**config.mk**
```make
export PLATFORM = sky130hd
export DESIGN_NAME = mem_port_arbiter
export DESIGN_NICKNAME = d
export VERILOG_FILES = /design/src/rtl/mem_port_arbiter.sv
export SDC_FILE = /design/constraint.sdc
export NUM_CORES = 1
export LEC_CHECK = 0
export CAP_MARGIN = 20
export CORE_AREA = 2 2 103 105
export CTS_BUF_LIST = sky130_fd_sc_hd__clkbuf_2 sky130_fd_sc_hd__clkbuf_4 sky130_fd_sc_hd__clkbuf_8
export DETAILED_ROUTE_END_ITERATION = 6
export DIE_AREA = 0 0 105 107
export DONT_BUFFER_PORTS = 1
export SLEW_MARGIN = 10
export SYNTH_ARGS = -nofsm -noshare
export SYNTH_HDL_FRONTEND = slang
export SYNTH_SLANG_ARGS = --single-unit
```
**constraint.sdc**
```tcl
create_clock -name clk -period 2.6 [get_ports clk]
set_input_delay 0.52 -clock clk [delete_from_list [all_inputs] [get_ports clk]]
set_output_delay 0.52 -clock clk [all_outputs]
set_load 0.1 [all_outputs]
```
**src/rtl/mem_port_arbiter.sv**
```systemverilog
// Shares one single-port synchronous memory between the fetch and data ports.
// Data wins by default; a wait counter forces a fetch grant. Optional MEM_ARB_STATS_EN adds arb_conflicts.
module mem_port_arbiter #(
   parameter int ADDR_W   = 32,
   parameter int DATA_W   = 32,
   parameter int MAX_WAIT = 3
) (
   input  logic              clk,
   input  logic              rst,
   input  logic              i_req,
   input  logic [ADDR_W-1:0] i_addr,
   output logic              i_gnt,
   output logic              i_rvalid,
   output logic [DATA_W-1:0] i_rdata,
   input  logic              d_req,
   input  logic              d_we,
   input  logic [ADDR_W-1:0] d_addr,
   input  logic [DATA_W-1:0] d_wdata,
   output logic              d_gnt,
   output logic              d_rvalid,
   output logic [DATA_W-1:0] d_rdata,
   output logic              mem_en,
   output logic              mem_we,
   output logic [ADDR_W-1:0] mem_addr,
   output logic [DATA_W-1:0] mem_wdata,
   input  logic [DATA_W-1:0] mem_rdata
`ifdef MEM_ARB_STATS_EN
   ,
   output logic [15:0]       arb_conflicts
`endif
);

   typedef enum logic [1:0] {
      OWN_NONE  = 2'd0,
      OWN_FETCH = 2'd1,
      OWN_DATA  = 2'd2
   } own_t;

   localparam logic [3:0] WAIT_MAX = 4'(MAX_WAIT);

   if (MAX_WAIT < 1 || MAX_WAIT > 15) begin : g_bad_max_wait
      $error("mem_port_arbiter: MAX_WAIT must be in 1..15");
   end

   logic [3:0] wcnt;
   own_t       rd_own;
   logic       fetch_win;
   logic       data_win;

   // Stage 0: combinational arbitration and memory port mux
   always_comb begin
      fetch_win = i_req && (!d_req || (wcnt == WAIT_MAX));
      data_win  = d_req && !fetch_win;
      i_gnt     = fetch_win;
      d_gnt     = data_win;
      mem_en    = fetch_win || data_win;
      mem_we    = data_win && d_we;
      mem_addr  = '0;
      mem_wdata = '0;
      if (fetch_win) begin
         mem_addr = i_addr;
      end else if (data_win) begin
         mem_addr  = d_addr;
         mem_wdata = d_wdata;
      end
   end

   // Stage 1: starvation counter and read-owner tracking
   always_ff @(posedge clk) begin
      if (rst) begin
         wcnt   <= '0;
         rd_own <= OWN_NONE;
      end else begin
         if (i_req && !fetch_win) begin
            wcnt <= (wcnt == WAIT_MAX) ? wcnt : wcnt + 4'd1;
         end else begin
            wcnt <= '0;
         end
         if (fetch_win) begin
            rd_own <= OWN_FETCH;
         end else if (data_win && !d_we) begin
            rd_own <= OWN_DATA;
         end else begin
            rd_own <= OWN_NONE;
         end
      end
   end

   // rst during the return cycle discards the in-flight read
   assign i_rvalid = (rd_own == OWN_FETCH) && !rst;
   assign d_rvalid = (rd_own == OWN_DATA) && !rst;
   assign i_rdata  = mem_rdata;
   assign d_rdata  = mem_rdata;

`ifdef MEM_ARB_STATS_EN
   always_ff @(posedge clk) begin
      if (rst) begin
         arb_conflicts <= '0;
      end else if (i_req && d_req && (arb_conflicts != 16'hFFFF)) begin
         arb_conflicts <= arb_conflicts + 16'd1;
      end
   end
`endif

endmodule

```
**Word-level counts from Yosys, hierarchy flattened**

Index checks and enable logic that the tools add are counted.
Widths: inputs -> output; s select.

- Register bits: 6
- Output and inout port bits: 134

- Equality and inequality tests: 3
- Multiplexer cells: 6
- Bitwise logic cells: 1
- Reductions and logical operators: 15
- Add/subtract/negate cells: 1

Operator list:

| cell | count |
|---|---|
| $mux 32 | 4 |
| $logic_and 1x1->1 | 7 |
| $add 4x1->4 const B | 1 |
| $eq 4x2->1 const B | 1 |
| $logic_not 1->1 | 4 |
| $reduce_or 2->1 | 2 |
| $eq 2x1->1 const B | 1 |
| $eq 2x2->1 const B | 1 |
| $logic_or 1x1->1 | 2 |
| $mux 2 | 1 |
| $mux 1 | 1 |
| $not 1->1 | 1 |

**Logic depth before layout (Yosys ltp)**

Gate-level depths: netlist (run 1).

- Depth in word-level cells: 8
- Mapped depth: 6
- Mapped depth without buffers: 4

**Worst setup path after synthesis (run 1)**

Ideal clock, no wire load.

- Path type: reg2out
- Start point: register wcnt[0]
- End point: output port mem_wdata[17]
- Path slack: -667 ps
- Data required time: 2,080 ps
- Cell stages (with the launch flop): 6
- Arrival time: 2,747 ps
- Path through: dfxtp_1 ha_1 or3b_4 o21a_4 clkbuf_1 and2_1

- Cells in the longest elaborated chain, start to end: 7

RTL lines:

| what | line | source |
|---|---|---|
| start: declaration | 45 | `logic [3:0] wcnt;` |
| start signal: assignment | 75 | `wcnt <= (wcnt == WAIT_MAX) ? wcnt : wcnt + 4'd1;` |
| $eq 4x2->1 | 52 | `fetch_win = i_req && (!d_req \|\| (wcnt == WAIT_MAX));` |
| $logic_or 1x1->1 | 52 |  |
| $logic_and 1x1->1 | 52 |  |
| $logic_not 1->1 | 53 | `data_win = d_req && !fetch_win;` |
| $logic_and 1x1->1 | 53 |  |
| via d_gnt | 19 | `output logic d_gnt,` |
| $mux 32 | 62 | `end else if (data_win) begin` |
| $mux 32 | 60 | `if (fetch_win) begin` |
| end: declaration | 25 | `output logic [DATA_W-1:0] mem_wdata,` |

The timed path passes the listed nets, and every way through them passes these cells.

**Worst setup path after layout (run 1)**

- Start point: register wcnt[0]
- End point: output port mem_addr[5]

- Cells in the longest elaborated chain, start to end: 7

RTL lines:

| what | line | source |
|---|---|---|
| $eq 4x2->1 * | 52 |  |
| $logic_or 1x1->1 * | 52 |  |
| $logic_and 1x1->1 * | 52 |  |
| $logic_not 1->1 | 53 |  |
| $logic_and 1x1->1 | 53 |  |
| $mux 32 | 62 |  |
| $mux 32 * | 60 |  |
| end: declaration | 24 | `output logic [ADDR_W-1:0] mem_addr,` |

Mark *: on every way between the ends. The rest lies on a longest branch, timed or not.

==> results of run 1 <==
per-stage QoR:
stage	instances	cell area [sq um]	power, uW
after detailed placement	298	2350	1010
final	302	2410	1150
after floorplan	165	1370	1160
after CTS	301	2390	1160
after global placement	298	2350	1010
after global routing	302	2410	1180
layer usage:
layer | GRT usage [%] | share of wire, %
met5 | 0 | 0
met4 | 3.24 | 0.46
met3 | 4.62 | 12
met2 | 17.9 | 57
met1 | 9.22 | 31
power breakdown:
group | total (uW) | internal [uW] | leakage, uW | switching, uW
logic | 916 | 306 | 0.000918 | 610
clock network | 141 | 99.6 | 0.0000216 | 41.4
registers | 96.6 | 94.8 | 0.0000492 | 1.83
cell type report:
class	count	share of cell area, %
flip-flops and latches	6	5.03
clock buffers	3	1.71
multi-input cells	83	29.5
diodes	1	0.104
repair buffers	71	56.2
well taps	136	7.05
inverters	2	0.311
cells in the mapped netlist:
cell / number / share of area [%]
buf_4: 64 / 37
and2_1: 33 / 16
a22o_1: 32 / 21
dfxtp_1: 6 / 9.2
buf_6: 4 / 3.4
nor2_1: 4 / 1.1
buf_2: 3 / 1.1
clkbuf_1: 3 / 0.86
nor3b_1: 3 / 1.7
inv_1: 2 / 0.57
a21oi_4: 1 / 1.2
ha_1: 1 / 0.96
mux2_2: 1 / 0.86
nand2_1: 1 / 0.29
nand3_1: 1 / 0.38
nand4b_1: 1 / 0.67
nor2b_1: 1 / 0.48
o21a_4: 1 / 1.1
or2_2: 1 / 0.48
or3b_4: 1 / 0.86
xor2_1: 1 / 0.67
worst max-delay path, stage by stage, from the launching register on:
cell     delay [ns]
dfxtp_2        0.33
ha_1           0.17
or3b_4         0.42
o21a_4         0.22
buf_8          0.18
a22o_2         0.26
buf_12         0.17
registers in the layout, summed over array words and instances, names as in the netlist:
signal and count:
rd_own 2, wcnt 4
repair_timing:
item	in CTS	in global routing
endpoints found under the setup margin	29	60
hold buffers	0	0
resized for setup	1	4
kinds of logic after synthesis:
group	count (synthesis)
and+or+nand+nor	46
muxes	1
buffers and inverters	76
adders and majority gates	1
AOI/OAI and AO/OA	34
xor gates and xnor gates	1
DFF	6
final timing paths:
kind / startpoint / endpoint / slack, ns / depth (start not counted)
worst max-delay path: wcnt[0] / mem_addr[5] / 0.09 / 6
worst max register to register: wcnt[0] / rd_own[0] / 0.72 / 6
worst min-delay path: d_we / rd_own[1] / 0.36 / 1
worst min register to register: wcnt[0] / wcnt[0] / 0.42 / 1
==> results by group, run 1 <==
Synth
  • Net Count, Synth: between 200 and 300
  • Syn Inst Count: 165
  • YS warnings: 0
  • Post-Synth XOR/XNOR Area: 0.669%
  • Synth Register Bits: 6
  • Post-Synth Adder-Cell Area: 0.956%
  • Simple-gate share of the synthesized area: a little over a fifth
  • Largest family of logic cells by synthesized area: buffers and inverters
  • Distinct cell type count after synthesis: 21
  • Mux share of post-synthesis cell area: less than 1%
  • Syn Std Cell Area: 1310 sq um
  • Post-synthesis sequential area ratio: under 10%
  • Area fraction in compound gates after synthesis: 23.8%
  • Synthesized area per cell: between 7 and 8 sq um

Floorplanning
  • Die area: ~11,000 sq um
  • # rows: 37
  • Initial Util: 13.0%
  • CORE AREA: 10,100 sq um
  • Die height: 107 um
  • Io pins: about 270
  • Die Span X: 105 um

Timing
  • Worst setup margin: ~0.090 ns
  • Final count of hold timing violations: 0
  • Min Tclk post-route: around 2.5 ns
  • Slew Viols, Final: 0
  • Max-slew headroom: between 60% and 70%
  • Clk_skew: just under 0.005 ns
  • Fmax: 398 MHz
  • RSZ-0062 raised after global routing: no
  • Final setup fails: 0
  • Slew @ Worst Pin: 0.544 ns
  • Final hold slack: ~0.36 ns
  • Fin crit share: between 90 and 100%
  • Setup TNS: 0 ns

Power
  • Max VDD drop: 0.000154 V
  • Leak: about 0.00099 uW
  • Pwr dens: 478 nW/um^2

Critical path
  • Critical Path End Type: primary output
  • Crit path launch type: flop
  • Worst path arrival time: between 1.5 and 2 ns
  • Crit Path Class: reg -> out
  • Critical Path RT: approximately 2.1 ns
  • CP max FO: 36

Global routing
  • Global route overflow: 0
  • Initial antenna violation count: 1
  • Largest net degree at the start of global routing: 37
  • First-pass GRT wire length: 7980 um
  • Number of global-route vias before repair: 1,113
  • Overall Global Routing Usage: 9.60%

Layout
  • Multi-input logic area: 713 sq um
  • FF+latch area: 121 sq um
  • Fillcell total: between 1,000 and 1,500
  • Fin util: 23.9%
  • Nets@finish: 301
  • Area growth syn-to-layout: 84.4%
  • Layout cell share with drive strength beyond 1: around 72%
  • Commonest cells after routing, fill and taps aside: 65 x buf_12, 27 x a22o_2, 25 x and2_1
  • Most common cell after layout, fill and taps aside: buf_12

Run
  • Max Cap Viol: 0

Placement
  • Port Buffers: 0
  • Setup WS pre-CTS: around 0.23 ns
  • GPL Wtd Cong: approximately 0.67
  • Final HPWL from detailed placement: 5090 um

Clocking
  • CTS buffer count: 3
  • Root buf cell: clkbuf_8
  • Clk pin slew, worst setup/hold paths: 0.04 ns
  • H-tree lvl count: 1
  • Postcts setup bufs: 0
  • Clock Sinks: 6
  • CTS tree: yes
  • Clock tree buffer depth: 2
  • Clk_lat worst skew: between 0.2 and 0.25 ns

Min path
  • Worst min path class: in -> reg

Detailed routing
  • Starting DRT DRC Count: 71
  • TritonRoute pass-1 iters: 4
  • Wirelength, routed: about 5900 um
  • Vias: 1,117
  • DRC Markers: 0
  • DR WL/cell: approximately 20 um
  • Vias per cell: 3.70
  • Remaining antenna violation count: 0

Run status
  • Status: finished, final reports clean
(Power assumes the default switching activity.)
==> run 2: changes to the inputs <==
--- a/config.mk
+++ b/config.mk
@@ -8,9 +8,11 @@
 export CAP_MARGIN = 20
 export CORE_AREA = 2 2 103 105
 export CTS_BUF_LIST = sky130_fd_sc_hd__clkbuf_2 sky130_fd_sc_hd__clkbuf_4 sky130_fd_sc_hd__clkbuf_8
+export CTS_CLUSTER_DIAMETER = 100
 export DETAILED_ROUTE_END_ITERATION = 6
 export DIE_AREA = 0 0 105 107
 export DONT_BUFFER_PORTS = 1
+export PLACE_DENSITY_LB_ADDON = 0.08
 export SLEW_MARGIN = 10
 export SYNTH_ARGS = -nofsm -noshare
 export SYNTH_HDL_FRONTEND = slang
==> run 2 against run 1 <==
Net effect:
- worst setup slack got worse by 0.066 ns
- maximum frequency is 2.6% lower
- die area unchanged
- non-clock buffer count up 6
- register-to-register slack gained 0.08 ns
- flip-flop and latch count unchanged
- cell area up 11%
- routed wire length up 9.6%
- utilization increased by 2.7 points
- clock power fell by 4%
- first-iteration DRC count down 54%
- global-route usage is 0.34 points lower
- critical endpoint is now mem_addr[10]
- largest power group unchanged
==> results by group, run 2 (synthesis gave the netlist of run 1 again) <==
Min path
  • Hold Crit Depth: 1 (unchanged)
  • Worst min path class: in -> reg

Clocking
  • Clk_lat worst skew: 0.22 ns (about the same)
  • Hold Buf Count CTS: 0 (unchanged)
  • Clock Sinks: 6 (unchanged)
  • Root buf cell: clkbuf_8
  • Clock tree buffer depth: 2 (unchanged)
  • CTS tree: yes
  • Clk pin slew, worst setup/hold paths: 0.04 ns (about the same)
  • H-tree lvl count: 1 (unchanged)
  • CTS buffer count: 3 (unchanged)

Layout
  • Top flop regs: wcnt x4, rd_own x2
  • Layout cell share with drive strength beyond 1: 74.4% (+2.3 points)
  • Non-Filler Instances: 312 (+3.3%)
  • Commonest cells after routing, fill and taps aside: 66 x buf_12, 25 x and2_1, 16 x a22o_4
  • Area growth syn-to-layout: 105%
  • Fin util: 26.6% (+2.7 points)
  • Nets@finish: 312 (+3.7%)
  • Most common cell after layout, fill and taps aside: buf_12
  • Max reg flops: 4 (unchanged)
  • Antenna Cells: 0 (-1)
  • Biggest register: wcnt

Critical path
  • Critical Path RT: 2.08 ns (about the same)
  • Critical path, cell by cell: ha_4, or3b_4, buf_6, buf_4, o21a_2, a22o_2, buf_12
  • Crit path largest cell delay: 0.41 ns (about the same)
  • Worst path arrival time: 2.06 ns (+0.07 ns)
  • CP max FO: 5 (-86%)
  • FF-to-FF path depth: 7 (+1)
  • Slowest stage cell, crit path: or3b_4
  • Critical Path End Type: primary output
  • Crit path launch type: flop
  • Crit Path Class: reg -> out

Timing
  • Final setup fails: 0 (unchanged)
  • Max-slew headroom: 65.9% (+2.0 points)
  • RSZ-0062 raised after global routing: yes
  • Worst setup margin: 0.0244 ns (-0.0658 ns)
  • Slew Viols, Final: 0 (unchanged)
  • Fin crit share: 99.1% (+2.5 points)
  • Fmax: 388 MHz (-2.6%)
  • Slew @ Worst Pin: 0.514 ns (-0.0300 ns)
  • Clk_skew: 0.00372 ns (-0.00122 ns)
  • Final count of hold timing violations: 0 (unchanged)
  • Min Tclk post-route: 2.58 ns (+0.0658 ns)

Placement
  • Setup WS pre-CTS: 0.0253 ns (-0.201 ns)
  • GPL Wtd Cong: 0.714 (+6.3%)
  • Placed Cells: 295 (-1.0%)
  • Final HPWL from detailed placement: 4380 um (-14%)
  • Port Buffers: 0 (unchanged)

Global routing
  • Initial antenna violation count: 0 (-1)
  • Largest net degree at the start of global routing: 35 (-5.4%)
  • Number of global-route vias before repair: 1,328 (+19%)
  • Overall Global Routing Usage: 9.25% (-0.34 points)
  • First-pass GRT wire length: 8160 um (+2.2%)
  • Global route overflow: 0 (unchanged)

Floorplanning
  • Die height: 107 um (unchanged)
  • Die Span X: 105 um (unchanged)
  • Die area: 11,200 sq um (unchanged)
  • Initial Util: 13.0% (unchanged)
  • # rows: 37 (unchanged)
  • CORE AREA: 10,100 sq um (unchanged)
  • Io pins: 267 (unchanged)

Power
  • Pwr dens: 445 nW/um^2 (-6.9%)
  • Max VDD drop: 0.000180 V (+17%)
  • Leak: 0.00110 uW (+11%)
  • Total power: 1190 uW (+3.5%)

Detailed routing
  • DR WL/cell: 20.7 um (+6.1%)
  • Starting DRT DRC Count: 33 (-54%)
  • Wirelength, routed: 6470 um (+9.6%)
  • Vias per cell: 4.02 (+8.8%)
  • TritonRoute pass-1 iters: 4 (unchanged)
  • Vias: 1,255 (+12%)
  • DRC Markers: 0 (unchanged)
  • Remaining antenna violation count: 0 (unchanged)

Run
  • Max Cap Viol: 0 (unchanged)

Run status
  • Status: finished, final reports clean
## run 2: final cells by class
type,instances,area (sq um)
clock buffer,3,41.3
fill,1074,7410
inverter,2,7.51
multi-input combinational,88,886
sequential,6,125
tap,136,170
timing repair buffer,77,1450
## run 2: repair_timing
| item | 4_1_cts | 5_1_grt |
|---|---|---|
| buffers inserted | 1 | 6 |
| setup endpoints to repair | 65 | 31 |
| pin swaps | 0 | 5 |
| gates resized for setup | 3 | 26 |
| gates cloned | 4 | 3 |
## run 2: per-stage QoR
step	instance area [sq um]	hold WS [ns]	setup TNS [ns]
after floorplan	1370	0.418	-1.17
after global placement	2330	0.432	0
after detailed placement	2330	0.448	0
after CTS	2430	0.366	0
after global routing	2680	0.363	-0.428
final	2680	0.372	0
## run 2: critical path: cells and delay by family, from the launching register on
family,cells,cell delay [ns]
flip-flops,1,0.35
AND/OR/NAND/NOR,1,0.41
adder cells (fa/ha/maj),1,0.14
buffers and inverters,3,0.46
AO/OA/AOI/OAI,2,0.47
## run 2: routing by layer
layer | track usage, % | up-vias | share of wire, %
li1 | - | 527 | -
met3 | 3.34 | 12 | 9.3
met2 | 19.9 | 126 | 59
met5 | 0 | - | 0
met4 | 2.19 | 0 | 1.7
met1 | 7.81 | 590 | 29
## run 2: final timing paths
check	startpoint	endpoint	slack [ns]
worst max-delay path	wcnt[1]	mem_addr[10]	0.02
worst min-delay path	rst	rd_own[0]	0.37
worst max register to register	wcnt[1]	rd_own[0]	0.80
worst min register to register	wcnt[0]	wcnt[0]	0.44
## run 2: power breakdown
group          switching (uW)  total (uW)  leakage [uW]  internal [uW]
sequential               2.33        96.5     0.0000500           94.2
combinational             627         962       0.00103            334
clock                    36.5         136     0.0000216           99.1
==> run 3: changes to the inputs <==
==> constraint.sdc (replaced) <==
create_clock -name clk -period 2.6 [get_ports clk]
set_input_delay 0.52 -clock clk [delete_from_list [all_inputs] [get_ports clk]]
set_output_delay 0.52 -clock clk [all_outputs]
set_load 0.05 [all_outputs]
==> run 3 against run 2 <==
Net effect:
- clock power hardly changed
- flip-flop and latch count stayed put
- worst setup slack better by 0.024 ns
- largest cell class unchanged
==> results by group, run 3 (synthesis gave the netlist of run 1 again) <==
Run status
  • Status: finished, final reports clean

Detailed routing
  • Vias: 1,241 (-1.1%)
  • DRC Markers: 0 (unchanged)
  • Vias per cell: 4.04 (+0.49%)
  • TritonRoute pass-1 iters: 2 (-2)
  • Remaining antenna violation count: 0 (unchanged)
  • Starting DRT DRC Count: 58 (+76%)
  • DR WL/cell: 20.4 um (-1.6%)
  • Wirelength, routed: 6260 um (-3.1%)

Clocking
  • Clk_lat worst skew: 0.22 ns (about the same)
  • CTS buffer count: 3 (unchanged)
  • Clock Sinks: 6 (unchanged)
  • Clk pin slew, worst setup/hold paths: 0.04 ns (about the same)
  • H-tree lvl count: 1 (unchanged)
  • Root buf cell: clkbuf_8
  • Clock tree buffer depth: 2 (unchanged)
  • CTS tree: yes

Floorplanning
  • CORE AREA: 10,100 sq um (unchanged)
  • Die height: 107 um (unchanged)
  • Initial Util: 13.0% (unchanged)
  • # rows: 37 (unchanged)
  • Die area: 11,200 sq um (unchanged)
  • Io pins: 267 (unchanged)
  • Die Span X: 105 um (unchanged)

Timing
  • Max-slew headroom: 76.2% (+10 points)
  • Clk_skew: 0.00183 ns (-0.00189 ns)
  • Fmax: 392 MHz (+0.92%)
  • Final setup fails: 0 (unchanged)
  • Setup TNS: 0 ns (unchanged)
  • Final hold slack: 0.364 ns (-0.00758 ns)
  • Worst setup margin: 0.0480 ns (+0.0235 ns)
  • Final count of hold timing violations: 0 (unchanged)
  • Min Tclk post-route: 2.55 ns (-0.0235 ns)
  • Slew @ Worst Pin: 0.357 ns (-0.157 ns)
  • Fin crit share: 98.2% (-0.91 points)
  • Slew Viols, Final: 0 (unchanged)

Layout
  • Biggest register: wcnt
  • Antenna Cells: 0 (unchanged)
  • Fillcell total: 1,087 (+1.2%)
  • Multi-input logic area: 724 sq um (-18%)
  • Max reg flops: 4 (unchanged)
  • Commonest cells after routing, fill and taps aside: 38 x buf_12, 33 x and2_1, 32 x buf_4
  • Layout cell share with drive strength beyond 1: 55.0% (-19 points)
  • FF+latch area: 121 sq um (-3.0%)
  • Fin util: 21.3% (-5.3 points)
  • Most common cell after layout, fill and taps aside: buf_12
  • Area growth syn-to-layout: 64.4%
  • Nets@finish: 307 (-1.6%)
  • Top flop regs: wcnt x4, rd_own x2

Critical path
  • Worst path arrival time: 2.03 ns (-0.03 ns)
  • Critical Path End Type: primary output
  • Critical Path RT: 2.08 ns (about the same)
  • Crit path top cell by count: buf_12
  • Crit Path Class: reg -> out
  • Crit path launch type: flop
  • Crit path largest cell delay: 0.45 ns (+0.04 ns)
  • Slowest stage cell, crit path: or3b_4
  • CP max FO: 8 (+3)
  • Worst path bufs/invs: 3 (unchanged)
  • CP delay by family, top: simple AND/OR/NAND/NOR gates
  • Critical path, cell by cell: ha_2, or3b_4, a21oi_4, buf_12, clkbuf_16, a22o_1, buf_12

Global routing
  • Initial antenna violation count: 0 (unchanged)
  • Overall Global Routing Usage: 8.72% (-0.53 points)
  • First-pass GRT wire length: 7490 um (-8.2%)
  • Global route overflow: 0 (unchanged)
  • Largest net degree at the start of global routing: 35 (unchanged)
  • Number of global-route vias before repair: 1,274 (-4.1%)

Power
  • Total power: 841 uW (-30%)
  • Pwr dens: 391 nW/um^2 (-12%)
  • Max VDD drop: 0.0000954 V (-47%)
  • Leak: 0.000924 uW (-16%)

Placement
  • Setup WS pre-CTS: 0.138 ns (+0.113 ns)
  • Port Buffers: 0 (unchanged)
  • Final HPWL from detailed placement: 4080 um (-6.9%)
  • GPL Wtd Cong: 0.737 (+3.2%)

Run
  • Max Cap Viol: 0 (unchanged)

Min path
  • Worst min path class: in -> reg
run 3: power breakdown:
part	internal, uW	switching (uW)	leakage (uW)
registers	94.9	1.45	0.0000492
logic	255	351	0.000853
clock network	99.3	39.1	0.0000216
run 3: metal layers:
metal	part of all wire, %	track usage (%)	vias up	routed length (um)
met1	31	7.49	542	1920
met5	0	0	-	0
met3	13	3.71	42	818
met2	52	17.3	139	3270
li1	-	-	518	-
met4	4.0	4.00	0	253
run 3: path summary, 6_finish.rpt:
kind	slack [ns]	startpoint	to	depth (start not counted)
hold / removal	0.36	rst	rd_own[0]	1
setup / recovery	0.05	wcnt[1]	mem_addr[29]	7
setup reg to reg	0.85	wcnt[1]	rd_own[0]	7
hold reg to reg	0.43	wcnt[0]	wcnt[0]	1
run 3: area by class of cell:
type / instances / area share (%)
multi-input cells: 86 / 33.7
clock buffers: 3 / 1.92
repair buffers: 74 / 50.5
well taps: 136 / 7.91
flip-flops and latches: 6 / 5.64
inverters: 2 / 0.349
run 3: worst reg2reg max path, cell delays in order (launching register included):
cell,delay [ns]
dfxtp_1,0.34
ha_2,0.19
or3b_4,0.45
a21oi_4,0.17
buf_12,0.15
buf_6,0.15
buf_4,0.13
nor2b_1,0.11
run 3: timing repair:
action                                  in CTS  in global routing
gates resized for setup                      1                  8
cloned                                       2                  5
hold buffers                                 0                  0
pin swaps                                    0                  4
buffers inserted                             0                  2
endpoints found under the setup margin      65                 37
run 3: through the flow:
step,area (sq um),instances
finish,2150,307
global route,2150,307
CTS,1980,300
detailed placement,1910,295
global placement,1910,295
floorplan,1310,165
